$ cat src/rtl/calc_pkg.sv
// Shared calculator types and constants: conversion FSM states, BCD sizing
// and the fixed requester indices of the binary-to-BCD scheduler.
package calc_pkg;

  typedef enum logic [1:0] {
    IDLE,
    SHIFT,
    DONE
  } conv_state_t;

  localparam int BCD_DIGITS = 10;
  localparam int DD_ADD3_TH = 5;

  localparam int REQ_OPA = 0;
  localparam int REQ_OPB = 1;
  localparam int REQ_RES = 2;

endpackage

$ cat src/rtl/bcd_dd_engine.sv
// Serial double-dabble datapath: the BCD field sits above the binary field in
// one shift register; each step corrects every nibble and shifts left by one.
module bcd_dd_engine
  import calc_pkg::*;
#(
  parameter int WIDTH  = 32,
  parameter int DIGITS = BCD_DIGITS
) (
  input  logic                clk,
  input  logic                rst_n,
  input  logic                load,
  input  logic [WIDTH-1:0]    load_val,
  input  logic                step,
  output logic [4*DIGITS-1:0] bcd
);

  localparam int SW = WIDTH + 4 * DIGITS;

  logic [SW-1:0] sr_reg;
  logic [SW-1:0] adj;
  logic [SW-1:0] sr_next;

  assign adj[WIDTH-1:0] = sr_reg[WIDTH-1:0];

  generate
    for (genvar gi = 0; gi < DIGITS; gi++) begin : g_nib
      logic [3:0] nib;
      assign nib = sr_reg[WIDTH + 4*gi +: 4];
      assign adj[WIDTH + 4*gi +: 4] = (nib >= 4'(DD_ADD3_TH)) ? nib + 4'd3 : nib;
    end
  endgenerate

  assign sr_next = adj << 1;

  // Exposes the post-step BCD field so the scheduler can register the result
  // on the same edge as the final step.
  assign bcd = sr_next[WIDTH +: 4*DIGITS];

  always_ff @(posedge clk or negedge rst_n) begin
    if (!rst_n) begin
      sr_reg <= '0;
    end else if (load) begin
      sr_reg <= {{(4*DIGITS){1'b0}}, load_val};
    end else if (step) begin
      sr_reg <= sr_next;
    end
  end

endmodule

$ cat src/rtl/bcd_conv_sched.sv
// Round-robin scheduler sharing one serial binary-to-BCD engine among the
// operand A, operand B and ALU result requesters.
module bcd_conv_sched
  import calc_pkg::*;
#(
  parameter int N_REQ  = 3,
  parameter int WIDTH  = 32,
  parameter int DIGITS = BCD_DIGITS
) (
  input  logic                       clk,
  input  logic                       rst_n,
  input  logic [N_REQ-1:0]           req_i,
  input  logic [N_REQ*WIDTH-1:0]     data_i,
  output logic [N_REQ-1:0]           gnt_o,
  output logic [N_REQ-1:0]           done_o,
  output logic [4*DIGITS-1:0]        bcd_o,
  output logic [$clog2(N_REQ)-1:0]   tag_o,
  output logic                       busy_o
);

  localparam int TW = $clog2(N_REQ);
  localparam int CW = $clog2(WIDTH + 1);

  // 10^DIGITS >= 2^WIDTH  <=>  DIGITS * log2(10) >= WIDTH
  generate
    if (longint'(DIGITS) * 64'sd3321928 < longint'(WIDTH) * 64'sd1000000) begin : g_bad_digits
      $error("bcd_conv_sched: DIGITS too small for WIDTH");
    end
  endgenerate

  conv_state_t       state_reg, state_next;
  logic [TW-1:0]     last_reg;
  logic [CW-1:0]     cnt_reg;
  logic [TW-1:0]     rr_pick;
  logic              rr_any;
  int                rr_idx;
  logic              load;
  logic              step;
  logic              last_step;
  logic [WIDTH-1:0]  load_val;
  logic [4*DIGITS-1:0] eng_bcd;

  // Scan from farthest to nearest offset so the nearest requester after last wins.
  always_comb begin
    rr_pick = last_reg;
    rr_any  = 1'b0;
    rr_idx  = 0;
    for (int i = N_REQ - 1; i >= 0; i--) begin
      rr_idx = (int'(last_reg) + 1 + i) % N_REQ;
      if (req_i[rr_idx]) begin
        rr_pick = TW'(rr_idx);
        rr_any  = 1'b1;
      end
    end
  end

  assign load_val  = data_i[int'(rr_pick)*WIDTH +: WIDTH];
  assign last_step = (cnt_reg == CW'(WIDTH - 1));

  always_ff @(posedge clk or negedge rst_n) begin
    if (!rst_n) state_reg <= IDLE;
    else        state_reg <= state_next;
  end

  always_comb begin
    state_next = state_reg;
    load       = 1'b0;
    step       = 1'b0;
    case (state_reg)
      IDLE: begin
        if (rr_any) begin
          load       = 1'b1;
          state_next = SHIFT;
        end
      end
      SHIFT: begin
        step = 1'b1;
        if (last_step) state_next = DONE;
      end
      DONE:    state_next = IDLE;
      default: state_next = IDLE;
    endcase
  end

  always_ff @(posedge clk or negedge rst_n) begin
    if (!rst_n) begin
      gnt_o    <= '0;
      last_reg <= TW'(N_REQ - 1);
      cnt_reg  <= '0;
      bcd_o    <= '0;
      tag_o    <= '0;
    end else begin
      if (load) begin
        gnt_o    <= N_REQ'(1) << rr_pick;
        last_reg <= rr_pick;
        cnt_reg  <= '0;
      end
      if (step) begin
        cnt_reg <= cnt_reg + 1'b1;
        if (last_step) begin
          bcd_o <= eng_bcd;
          tag_o <= last_reg;
        end
      end
      if (state_reg == DONE) gnt_o <= '0;
    end
  end

  // gnt_o is already the one-hot owner, so the done pulse reuses it.
  assign done_o = (state_reg == DONE) ? gnt_o : '0;
  assign busy_o = (state_reg != IDLE);

  bcd_dd_engine #(
    .WIDTH  (WIDTH),
    .DIGITS (DIGITS)
  ) u_engine (
    .clk      (clk),
    .rst_n    (rst_n),
    .load     (load),
    .load_val (load_val),
    .step     (step),
    .bcd      (eng_bcd)
  );

endmodule
$ cat config.mk
export PLATFORM = sky130hd
export DESIGN_NAME = bcd_conv_sched
export DESIGN_NICKNAME = d
export VERILOG_FILES = /design/src/rtl/calc_pkg.sv /design/src/rtl/bcd_dd_engine.sv /design/src/rtl/bcd_conv_sched.sv
export SDC_FILE = /design/constraint.sdc
export NUM_CORES = 1
export LEC_CHECK = 0
export CORE_ASPECT_RATIO = 0.7
export CORE_MARGIN = 2
export CORE_UTILIZATION = 47
export CTS_CLUSTER_DIAMETER = 200
export DETAILED_ROUTE_END_ITERATION = 12
export HOLD_SLACK_MARGIN = 0.08
export MAX_ROUTING_LAYER = met4
export PLACE_DENSITY = 0.74
export RECOVER_POWER = 25
export REMOVE_ABC_BUFFERS = 1
export SKIP_CTS_REPAIR_TIMING = 1
export SYNTH_ARGS = -nofsm -noshare
export SYNTH_HDL_FRONTEND = slang
export SYNTH_HIERARCHICAL = 1
export SYNTH_SLANG_ARGS = --single-unit
$ cat constraint.sdc
create_clock -name clk -period 8.4 [get_ports clk]
set_clock_uncertainty 0.2 [all_clocks]
set_input_delay 2.52 -clock clk [delete_from_list [all_inputs] [get_ports clk]]
set_output_delay 2.52 -clock clk [all_outputs]
set_load 0.01 [all_outputs]
# Yosys cells after proc, flatten, opt, wreduce, memory -nomap -nowiden
# Index checks and enable logic that the tools add are counted.
[totals]
regBits = 127
output_inout_bits = 49
elab_cells = 88
[classes]
n_addsub = 14
div = 3
order_cmp = 13
eq_ne = 5
n_shift = 2
mux = 38
reduce_logical = 6
[ops]
columns = ["operator", "n"]
rows = [
  ["$mux 72", 2],
  ["$lt 32x4->1 const B", 3],
  ["$mod 32x3->32 const B", 3],
  ["$shiftx 96x8->32", 1],
  ["$ge 4x3->1 const B", 10],
  ["$add 4x2->4 const B", 9],
  ["$mux 4", 9],
  ["$add 32x2->32 const B", 1],
  ["$add 32x3->32 const B", 1],
  ["$mux 1", 12],
  ["$mux 3", 4],
  ["$mux 6", 2],
  ["$mux 2", 5],
  ["$add 6x1->6 const B", 1],
  ["$bmux 1 s2", 3],
  ["$eq 6x5->1 const B", 1],
  ["$reduce_bool 2->1", 3],
  ["$ne 2x2->1 const B", 2],
  ["$pmux 2 s2", 1],
  ["$reduce_and 2->1", 2],
  ["$add 2x1->3 const B", 1],
  ["$add 3x2->3 const B", 1],
  ["$shl 1x2->3 const A", 1],
  ["$eq 2x1->1 const B", 1],
  ["2 further kinds", 2],
]

# Depth between registers and ports, before layout
[depth]
ltp_word = 13
ltp_mapped = 13
ltp_nobuf = 10

# By module
# The synthesis kept the hierarchy.
[by_module_without_submodules]
columns = ["module", "n_inst", "cells_each", "area_per_inst_um2", "seq_area_each_um2"]
rows = [
  ["bcd_dd_engine", 1, 510, 4574.4, 1801.7],
  ["bcd_conv_sched", 1, 265, 3316.9, 1377.6],
]

# Least setup slack after synthesis
# No wires, ideal clock.
[synth_timing]
kind = "input port to flip-flop"
from = "in req_i[1]"
to = "reg u_engine.sr_reg[57]"
setup_time_ns = 0.104
t_arrival_ns = 4.326
required_time_ns = 8.096
setup_slack_ns = 3.771
cell_stages = 8
n_path_buf = 2
path_cell_list = "mux2i_1 nor2_1 o41ai_1 clkbuf_1 inv_1 buf_2 or4_1 o311ai_1"
[synth_between]
elab_chain_cells = 9
word_cells_on_any_way = 16
[synth_rtl]
columns = ["element", "line_no", "text"]
rows = [
  ["start: declaration", "bcd_conv_sched.sv:12", "input logic [N_REQ-1:0] req_i,"],
  ["$bmux 1 s2", "bcd_conv_sched.sv:50", "if (req_i[rr_idx]) begin"],
  ["$mux 1 (not written as such) (2 in series)", "bcd_conv_sched.sv:50", ""],
  ["$mux 1 (2 in series)", "bcd_conv_sched.sv:50", ""],
  ["$mux 1 *", "bcd_conv_sched.sv:50", ""],
  ["$mux 1 *", "bcd_conv_sched.sv:71", "if (rr_any) begin"],
  ["$mux 1 *", "bcd_conv_sched.sv:69", "case (state_reg)"],
  ["named net load", "bcd_conv_sched.sv:37", "logic load;"],
  ["$mux 72 / $reduce_bool 2->1 (equally long branches)", "--", ""],
  ["end signal: assignment", "bcd_dd_engine.sv:43", "sr_reg <= {{(4*DIGITS){1'b0}}, load_val};"],
  ["end signal: assignment", "bcd_dd_engine.sv:45", "sr_reg <= sr_next;"],
  ["end: declaration", "bcd_dd_engine.sv:19", "logic [SW-1:0] sr_reg;"],
]
# Mark *: on every way through the listed nets, which the timed path passes. The rest lies on a longest branch. The select of a mux whose other input is x is not followed.
# A chain may end at the register's enable or synchronous reset.

==> flow_metrics.env <==
export IMPL_status="finished, violations left"
export IMPL_violations="capacitance limit, slew limit"
export IMPL_clockBufferDepth=2
export IMPL_synth_top_cells_by_area="dfrtp_1 40%, mux2i_1 9.5%, mux2_2 6.0%"
export IMPL_cts_root_buffer="clkbuf_16"
export IMPL_total_power_mw=3.54
export IMPL_crit_path_start_kind="primary input"
export IMPL_ys_flop_type="dfrtp_1"
export IMPL_cpLargestDelayFamily="buffers and inverters"
export IMPL_power_net_switching_mw=1.41
export IMPL_antenna_left=0
export IMPL_ys_ff_latch=127
export IMPL_layout_nets=991
export IMPL_drt_iter0_drc=269
export IMPL_row_count=39
export IMPL_timing_final_crit_share_pct=65.2
export IMPL_die_width_um=159
export IMPL_grt_max_degree=74
export IMPL_seqPwrFrac_pct=28.6
export IMPL_cellPowerDensity_nw_per_um2=363
export IMPL_rsz0062_at_grt="no"
export IMPL_max_vdd_ir_drop_mv=0.157
export IMPL_die_area_um2=17900
export IMPL_cts_tree="built"
export IMPL_dr_total_vias=5863
export IMPL_tightestPinTransition_ns=3.02
export IMPL_clock_sinks=127
export IMPL_slowest_stage="clkbuf_1"
export IMPL_synth_warnings=6
export IMPL_start_util_pct=48.1
export IMPL_clk_pin_slew_ns=0.05
export IMPL_portBuffers=149
export IMPL_antenna_found_initial=0
export IMPL_firstDrtPassIters=5
export IMPL_drc=0
export IMPL_post_place_ws_ns=2.57
export IMPL_synthCells=775
export IMPL_cp_max_fo=73
export IMPL_clk_latency_ns=0.41
export IMPL_critPathMaxStageDelay_ns=2.10
export IMPL_place_congestion=0.819
export IMPL_intPower_mw=2.13
export IMPL_syn_area_per_cell_um2=10.2
export IMPL_numCtsBuffers=17
export IMPL_yosys_area_top_type="dfrtp_1"
export IMPL_clock_power_share_pct=21.4
export IMPL_hold_viol_final=0
export IMPL_hp_class="register to register"
export IMPL_diodes=0
export IMPL_core_um2=16400
export IMPL_setup_viol=0
export IMPL_period_needed_ns=5.48
export IMPL_slew_headroom_pct=-101
export IMPL_synth_edff_count=0
export IMPL_wl_um=16100
export IMPL_htree_levels=4
export IMPL_grt_pass1_vias=5683
export IMPL_async_reset_ff_share_pct=100
export IMPL_worst_slack_ns=2.92
export IMPL_cp_required_ns=8.61
export IMPL_drv_cap=2
export IMPL_leakagePower_nw=4.30
export IMPL_synth_cell_types=49
export IMPL_crit_arrival_ns=5.69
export IMPL_grt_overflow=0
export IMPL_drive_above_1_share_pct=14.4
export IMPL_dp_hpwl_um=10900
export IMPL_area_growth_pct=23.6
export IMPL_p_sw_share_pct=39.9
export IMPL_setup_tns_ns=0
export IMPL_routed_via_density=5.32
export IMPL_combPwrFrac_pct=50.0
export IMPL_ios=150
export IMPL_die_y_um=112
export IMPL_whs_ns=0.296
export IMPL_path_buf_inv=2
export IMPL_end_kind="async pin"
export IMPL_post_drt_wl_per_cell_um=14.6
export IMPL_yosysTopAreaCellShare_pct=40.0
export IMPL_timing_fmax_ghz=0.183
export IMPL_slew_viol_final=97
export IMPL_worst_setup_path_type="primary input to async pin"
export IMPL_syn_area_um2=7890
export IMPL_yosysSeqAreaShare_pct=40.3
export IMPL_grt_usage_pct=19.0
export IMPL_crit_chain="clkbuf_1 -> buf_4"
export IMPL_largest_reg_flops=72
export IMPL_grt_first_pass_wirelength_um=27300
[stage by stage]
step	instance area, µm²	std cells	util, %
global placement	9170	1071	55.9
floorplan	7310	690	-
finish	9750	1103	59.5
global route	9750	1103	59.5
detailed placement	9170	1071	55.9
CTS	9780	1103	59.6
[logic make-up after synthesis]
| group | after synthesis | synth area share [%] |
|---|---|---|
| AOI/OAI and AO/OA | 175 | 17.4 |
| adders and majority gates | 25 | 3.96 |
| and+or+nand+nor | 209 | 13.0 |
| xor gates and xnor gates | 11 | 1.22 |
| buffers and inverters | 111 | 8.56 |
| DFF | 127 | 40.3 |
| muxes | 117 | 15.5 |
[cells in the mapped netlist, drive strengths merged (11+ instances only)]
cell,number
dfrtp,126
ha,25
buf,70
nand2,92
a311oi,12
nand2b,19
o2bb2ai,32
nor2,32
inv,26
mux2i,75
nand3,14
mux2,42
clkbuf,15
a21oi,23
o311ai,11
o21ai,60
[per-layer routing]
layer / wire length [µm] / vias to the layer above / GRT usage [%]
li1: - / 2917 / -
met5: 0 / - / -
met4: 145 / 0 / 5.03
met2: 7130 / 127 / 28.4
met3: 593 / 16 / 3.51
met1: 8190 / 2803 / 26.8
[worst paths after layout]
check,from,to,slack (ns),cells past startpoint
min reg2reg,cnt_reg[3],cnt_reg[3],0.30,1
max in group clk,req_i[1],u_engine/sr_reg[37],2.94,8
max,rst_n,u_engine/sr_reg[49],2.92,2
min,cnt_reg[3],cnt_reg[3],0.30,1
max reg2reg,state_reg[1],bcd_o[13],4.37,4
min in group asynchronous,rst_n,bcd_o[5],2.89,1
[power groups by stage]
stage / Clock, mW / Sequential, mW / Combinational, mW
floorplan: 0 / 0.978 / 1.39
global placement: 0 / 1.01 / 1.74
detailed placement: 0 / 1.01 / 1.78
CTS: 0.774 / 1.01 / 1.78
global route: 0.810 / 1.04 / 1.99
finish: 0.758 / 1.01 / 1.77
[cell usage in the layout, fill, tap and decap left out, types with 12 or more instances in the layout]
| master | instances |
|---|---|
| nand3_1 | 14 |
| mux2_2 | 41 |
| ha_1 | 25 |
| o2bb2ai_2 | 30 |
| inv_1 | 23 |
| a311oi_1 | 12 |
| dfrtp_1 | 126 |
| nor2_1 | 32 |
| o21ai_0 | 59 |
| a21oi_1 | 23 |
| nand2_1 | 92 |
| clkbuf_16 | 17 |
| mux2i_1 | 75 |
| nand2b_1 | 19 |
| clkdlybuf4s50_1 | 148 |
[layout make-up]
class,count,area (µm²)
flip-flops and latches,127,3180
repair buffers,156,1530
well taps,225,282
multi-input cells,537,4040
clock inverters,13,161
fillers,1471,6640
clock buffers,19,453
inverters,26,101
Note: power is estimated with default switching activity, not from simulation.
==> RTL edit 1: new RTL, same settings <==
`WIDTH` is set to 32 in 2 places; all go to 16.
--- a/src/rtl/bcd_dd_engine.sv
+++ b/src/rtl/bcd_dd_engine.sv
@@ -4,5 +4,5 @@
   import calc_pkg::*;
 #(
-  parameter int WIDTH  = 32,
+  parameter int WIDTH  = 16,
   parameter int DIGITS = BCD_DIGITS
 ) (
--- a/src/rtl/bcd_conv_sched.sv
+++ b/src/rtl/bcd_conv_sched.sv
@@ -5,5 +5,5 @@
 #(
   parameter int N_REQ  = 3,
-  parameter int WIDTH  = 32,
+  parameter int WIDTH  = 16,
   parameter int DIGITS = BCD_DIGITS
 ) (
Interface: changed (resized data_i); port bits go from 150 to 102. No check against the original RTL was run, so the function may have changed too.
==> RTL edit 1 against the unedited design <==
- the run still ends with capacitance limit, slew limit left
- wire length is 9.3% lower
- cell area is 19% lower
- worst setup slack worse by 0.083 ns
- synthesized area fell by 14%
- power decreased by 8.1%
- utilization shrank 3.4 points
- sequential cell count down 17
- via count fell by 11%
- sequential power fell by 4%
- die area decreased by 13%
- non-clock buffer count down 49
- clock power down 43%
- critical path type is now input port to flop
- critical endpoint is now u_engine/sr_reg[0]
==> RTL edit 1: results (changes against the unedited design) <==
Worst setup path:
- The critical-path cell with the highest stage delay is nor4b_4 (was clkbuf_1).
- The data arrival time of the critical path is 5.55 ns (was 5.69 ns).
- The maximum net fanout on the critical path is 17 (was 73).
- The critical register-to-register path startpoint was last_reg[0] (was state_reg[1]).
- The top cell family by delay on the critical path is simple AND/OR/NAND/NOR gates (was buffers and inverters).
- The worst setup path endpoint is u_engine/sr_reg[0] (was u_engine/sr_reg[49]).
- The startpoint of the worst setup timing path is req_i[1] (was rst_n).
- The slack of the worst reg-to-reg path is 4.51 ns (was 4.37 ns).
- The peak per-stage delay on the critical path is 0.76 ns (was 2.10 ns).

Place:
- The number of port buffers is 101 (was 149).
- The placed cell count was 917 (was 1071).
- The final estimated routing congestion in global placement is 0.812 (was 0.819).

Synthesis:
- The post-synthesis mux area share is 11.1% (was 15.5%).
- Largest cells by area after synthesis: dfrtp_1 40%, mux2_2 6.6%, buf_4 4.8%, ha_1 4.8%, nand2_1 4.7% (was dfrtp_1 40%, mux2i_1 9.5%, mux2_2 6.0%, o2bb2ai_2 5.7%, buf_4 4.4%).
- The share of the synthesized area in compound gates (AO/OA/AOI/OAI) is 17.0% (was 17.4%).
- The adder-cell area share of the yosys netlist is 4.77% (was 3.96%).
- The number of distinct library cells after synthesis came to 56 (was 49).

Status:
- Violations in the final reports: capacitance limit, slew limit (unchanged).
- Outcome: finished with violations (unchanged).

Global route:
- The combined global-route utilization of all metal layers came to 19.5% (was 19.0%).
- The global-route wire length before repair is 24500 µm (was 27300 µm).
- The largest net degree at the start of global routing came to 85 (was 74).

Power and ir drop:
- The static leakage is 3.50 nW (was 4.30 nW).
- The total clock network power was 0.431 mW (was 0.758 mW).
- The power consumed by combinational cells came to 1.86 mW (was 1.77 mW).
- The net load switching power is 1.39 mW (was 1.41 mW).

Drt:
- The via count normalized by instance count was 5.59 (was 5.32).

Clock tree:
- The insertion delay to the later sink of the worst-skew pair is 0.35 ns (was 0.41 ns).

Flow run:
- The number of maximum-capacitance constraint violations is 2 (unchanged).

STA:
- The time the worst path needs with I/O delays and setup is 5.56 ns (was 5.48 ns).
- The final number of max-transition violations was 105 (was 97).
- The relative slew slack was -104% (was -101%).

Cells and area:
- The flip-flop count of the largest register, all copies and words added was 56 (was 72).
- The fraction of final layout cells with drive strength greater than 1 is 12.2% (was 14.4%).
RTL edit 1: metal layers:
metal / GRT usage, % / part of all wire (%) / wire length (µm)
met5: - / 0 / 0
met4: 4.22 / 1.4 / 206
met3: 3.76 / 3.4 / 498
met2: 32.0 / 48 / 6940
met1: 25.3 / 47 / 6920
RTL edit 1: final cells by class:
cell class	count	area (µm²)
clock inverter	7	73.8
inverter	47	176
clock buffer	9	225
sequential	110	2750
multi-input combinational	463	3360
tap	190	238
fill	1229	6180
timing repair buffer	107	1050
RTL edit 1: cells by family after synthesis:
| family | count (synthesis) |
|---|---|
| AOI/OAI and AO/OA | 160 |
| and+or+nand+nor | 198 |
| xor gates and xnor gates | 11 |
| buffers and inverters | 126 |
| muxes | 68 |
| adders and majority gates | 26 |
| DFF | 110 |
RTL edit 1: through the flow:
step	instance area, µm²	utilization [%]
6_report	7880	56.0
5_1_grt	7880	56.0
4_1_cts	7880	56.1
3_5_place_dp	7580	54.0
3_3_place_gp	7580	54.0
2_1_floorplan	6290	-
==> RTL edit 2: new RTL, config.mk and constraints unchanged <==
Without the edit above. One comparison of `cnt_reg` changes from == to >=.
--- a/src/rtl/bcd_conv_sched.sv
+++ b/src/rtl/bcd_conv_sched.sv
@@ -56,5 +56,5 @@
 
   assign load_val  = data_i[int'(rr_pick)*WIDTH +: WIDTH];
-  assign last_step = (cnt_reg == CW'(WIDTH - 1));
+  assign last_step = (cnt_reg >= CW'(WIDTH - 1));
 
   always_ff @(posedge clk or negedge rst_n) begin
Check against the original RTL: no difference found for any inputs over 10 cycles, from zero or initial values and one cycle with rst_n low; that may be too few to reach the edited logic, so the function may still have changed.
==> RTL edit 2 against the unedited design <==
- the flow still finishes with violations (capacitance limit, slew limit)
- synthesized cell count up 9.8%
- first-iteration DRC count up 68%
- highest routed layer unchanged
- cell area up 1.9%
- synthesized area up 2.1%
- clock power up 3.2%
- power up 23%
- sequential cell count unchanged
- largest power group unchanged
- worst setup slack worse by 0.091 ns
- wire length up 14%
==> RTL edit 2: results (changes against the unedited design) <==
Status:
- Outcome: finished with violations (unchanged).
- Violations in the final reports: capacitance limit, slew limit (unchanged).

Power and ir drop:
- The worst supply voltage drop on vdd came to 0.000218 V (was 0.000157 V).
- The static leakage is 4.41 nW (was 4.30 nW).

Worst setup path:
- The maximum net fanout on the critical path is 66 (was 73).
- The critical register-to-register path startpoint is last_reg[1] (was state_reg[1]).
- The startpoint of the worst setup timing path was req_i[1] (was rst_n).
- The slack of the worst reg-to-reg path is 4.40 ns (was 4.37 ns).
- The data arrival time of the critical path came to 5.66 ns (was 5.69 ns).
- The path depth of the worst reg2reg path is 10 (was 4).

Drt:
- The sum of met3 wire segment lengths after detailed routing is 794 µm (was 593 µm).
- The DRC marker count from the first detailed-route iteration is 453 (was 269).
- The via count normalized by instance count is 5.44 (was 5.32).
- The routed length on met1 is 9400 µm (was 8190 µm).
- The routed wire length per instance is 15.6 µm (was 14.6 µm).
- The met2 wire length is 7890 µm (was 7130 µm).

Synthesis:
- The xor/xnor cell area share of the yosys netlist is 1.30% (was 1.22%).
- The post-synthesis sequential area ratio is 39.5% (was 40.3%).
- The number of distinct library cells after synthesis is 48 (was 49).
- The post-synthesis mux area share was 11.3% (was 15.5%).
- Largest cells by area after synthesis: dfrtp_1 39%, mux2_2 5.9%, nand2_1 5.6%, o221ai_2 5.6%, mux2i_1 5.2% (was dfrtp_1 40%, mux2i_1 9.5%, mux2_2 6.0%, o2bb2ai_2 5.7%, buf_4 4.4%).
- The adder-cell area share of the yosys netlist is 3.88% (was 3.96%).
- The share of the synthesized area in compound gates (AO/OA/AOI/OAI) was 17.1% (was 17.4%).

Place:
- The standard cell area after detailed placement came to 9330 µm² (was 9170 µm²).
- The HPWL after detailed placement is 12300 µm (was 10900 µm).

Cells and area:
- The number of flip-flops and latches was 127 (unchanged).
- The fraction of final layout cells with drive strength greater than 1 is 13.6% (was 14.4%).
- The number of fill cells in the layout was 1423 (was 1471).
- The non-clock buffer instance count of the final layout is 159 (was 156).
- The area of the multi-input gates is 4060 µm² (was 4040 µm²).
- The number of non-clock inverters is 59 (was 26).
- The non-clock buffer contribution to total cell area is 15.7% (about the same).
- The multi-input gate count came to 569 (was 537).
- The total number of nets in the final design is 1059 (was 991).
- The clock tree cell share of total cell area is 6.32% (was 6.30%).

STA:
- The final number of max-transition violations came to 97 (unchanged).
- The worst hold slack after final layout came to 0.304 ns (was 0.296 ns).

Global route:
- The global-route wire length before repair was 30600 µm (was 27300 µm).
- The combined global-route utilization of all metal layers is 21.4% (was 19.0%).

Worst hold path:
- The worst-case hold path end point is bcd_o[28] (was cnt_reg[3]).

Flow run:
- The number of maximum-capacitance constraint violations is 2 (unchanged).
-- RTL edit 2: cell count changes in the layout (fill, tap and decap cells not counted), sizes merged, moves of 3 or more --
cell / delta
inv: +30
nand2: +29
mux2i: -33
nand3: +3
buf: +3
nand4: +32
o2bb2ai: -32
clkinvlp: -4
clkbuf: +4
o221ai: +32
-- RTL edit 2: per-layer routing --
metal | global-route usage, % | up-vias
met3 | 4.58 | 24
li1 | - | 3155
met4 | 5.35 | 0
met2 | 30.5 | 165
met1 | 31.0 | 3045
met5 | - | -
-- RTL edit 2: through the flow --
step / std cells / setup WS [ns] / utilization [%]
after floorplan: 755 / 1.40 / -
after global placement: 1145 / 2.52 / 55.0
after detailed placement: 1145 / 2.44 / 55.0
after CTS: 1174 / 2.90 / 58.7
after global routing: 1174 / 2.21 / 58.6
final: 1174 / 2.83 / 58.6
-- RTL edit 2: critical path, cell delays in order --
cell             delay, ns
clkdlybuf4s50_1       0.50
mux2_4                0.30
a22o_1                0.29
o41ai_2               0.33
buf_4                 0.25
clkinv_2              0.06
buf_4                 0.27
buf_4                 0.38
or4_1                 0.58
o311ai_0              0.10
-- RTL edit 2: logic make-up (layout without fill, tap and decap cells) --
logic type | count (synthesis) | after routing
AO/OA/AOI/OAI | 177 | 177
XOR/XNOR | 12 | 12
adder cells (fa/ha/maj) | 25 | 25
buffers and inverters | 155 | 247
flip-flops | 127 | 127
multiplexers | 85 | 85
AND/OR/NAND/NOR | 270 | 270
-- RTL edit 2: report_power, final --
part | switching (mW) | leakage (nW) | internal, mW
clock | 0.252 | 0.311 | 0.530
sequential | 0.224 | 1.60 | 0.897
combinational | 1.35 | 2.51 | 1.09
total | 1.83 | 4.41 | 2.51
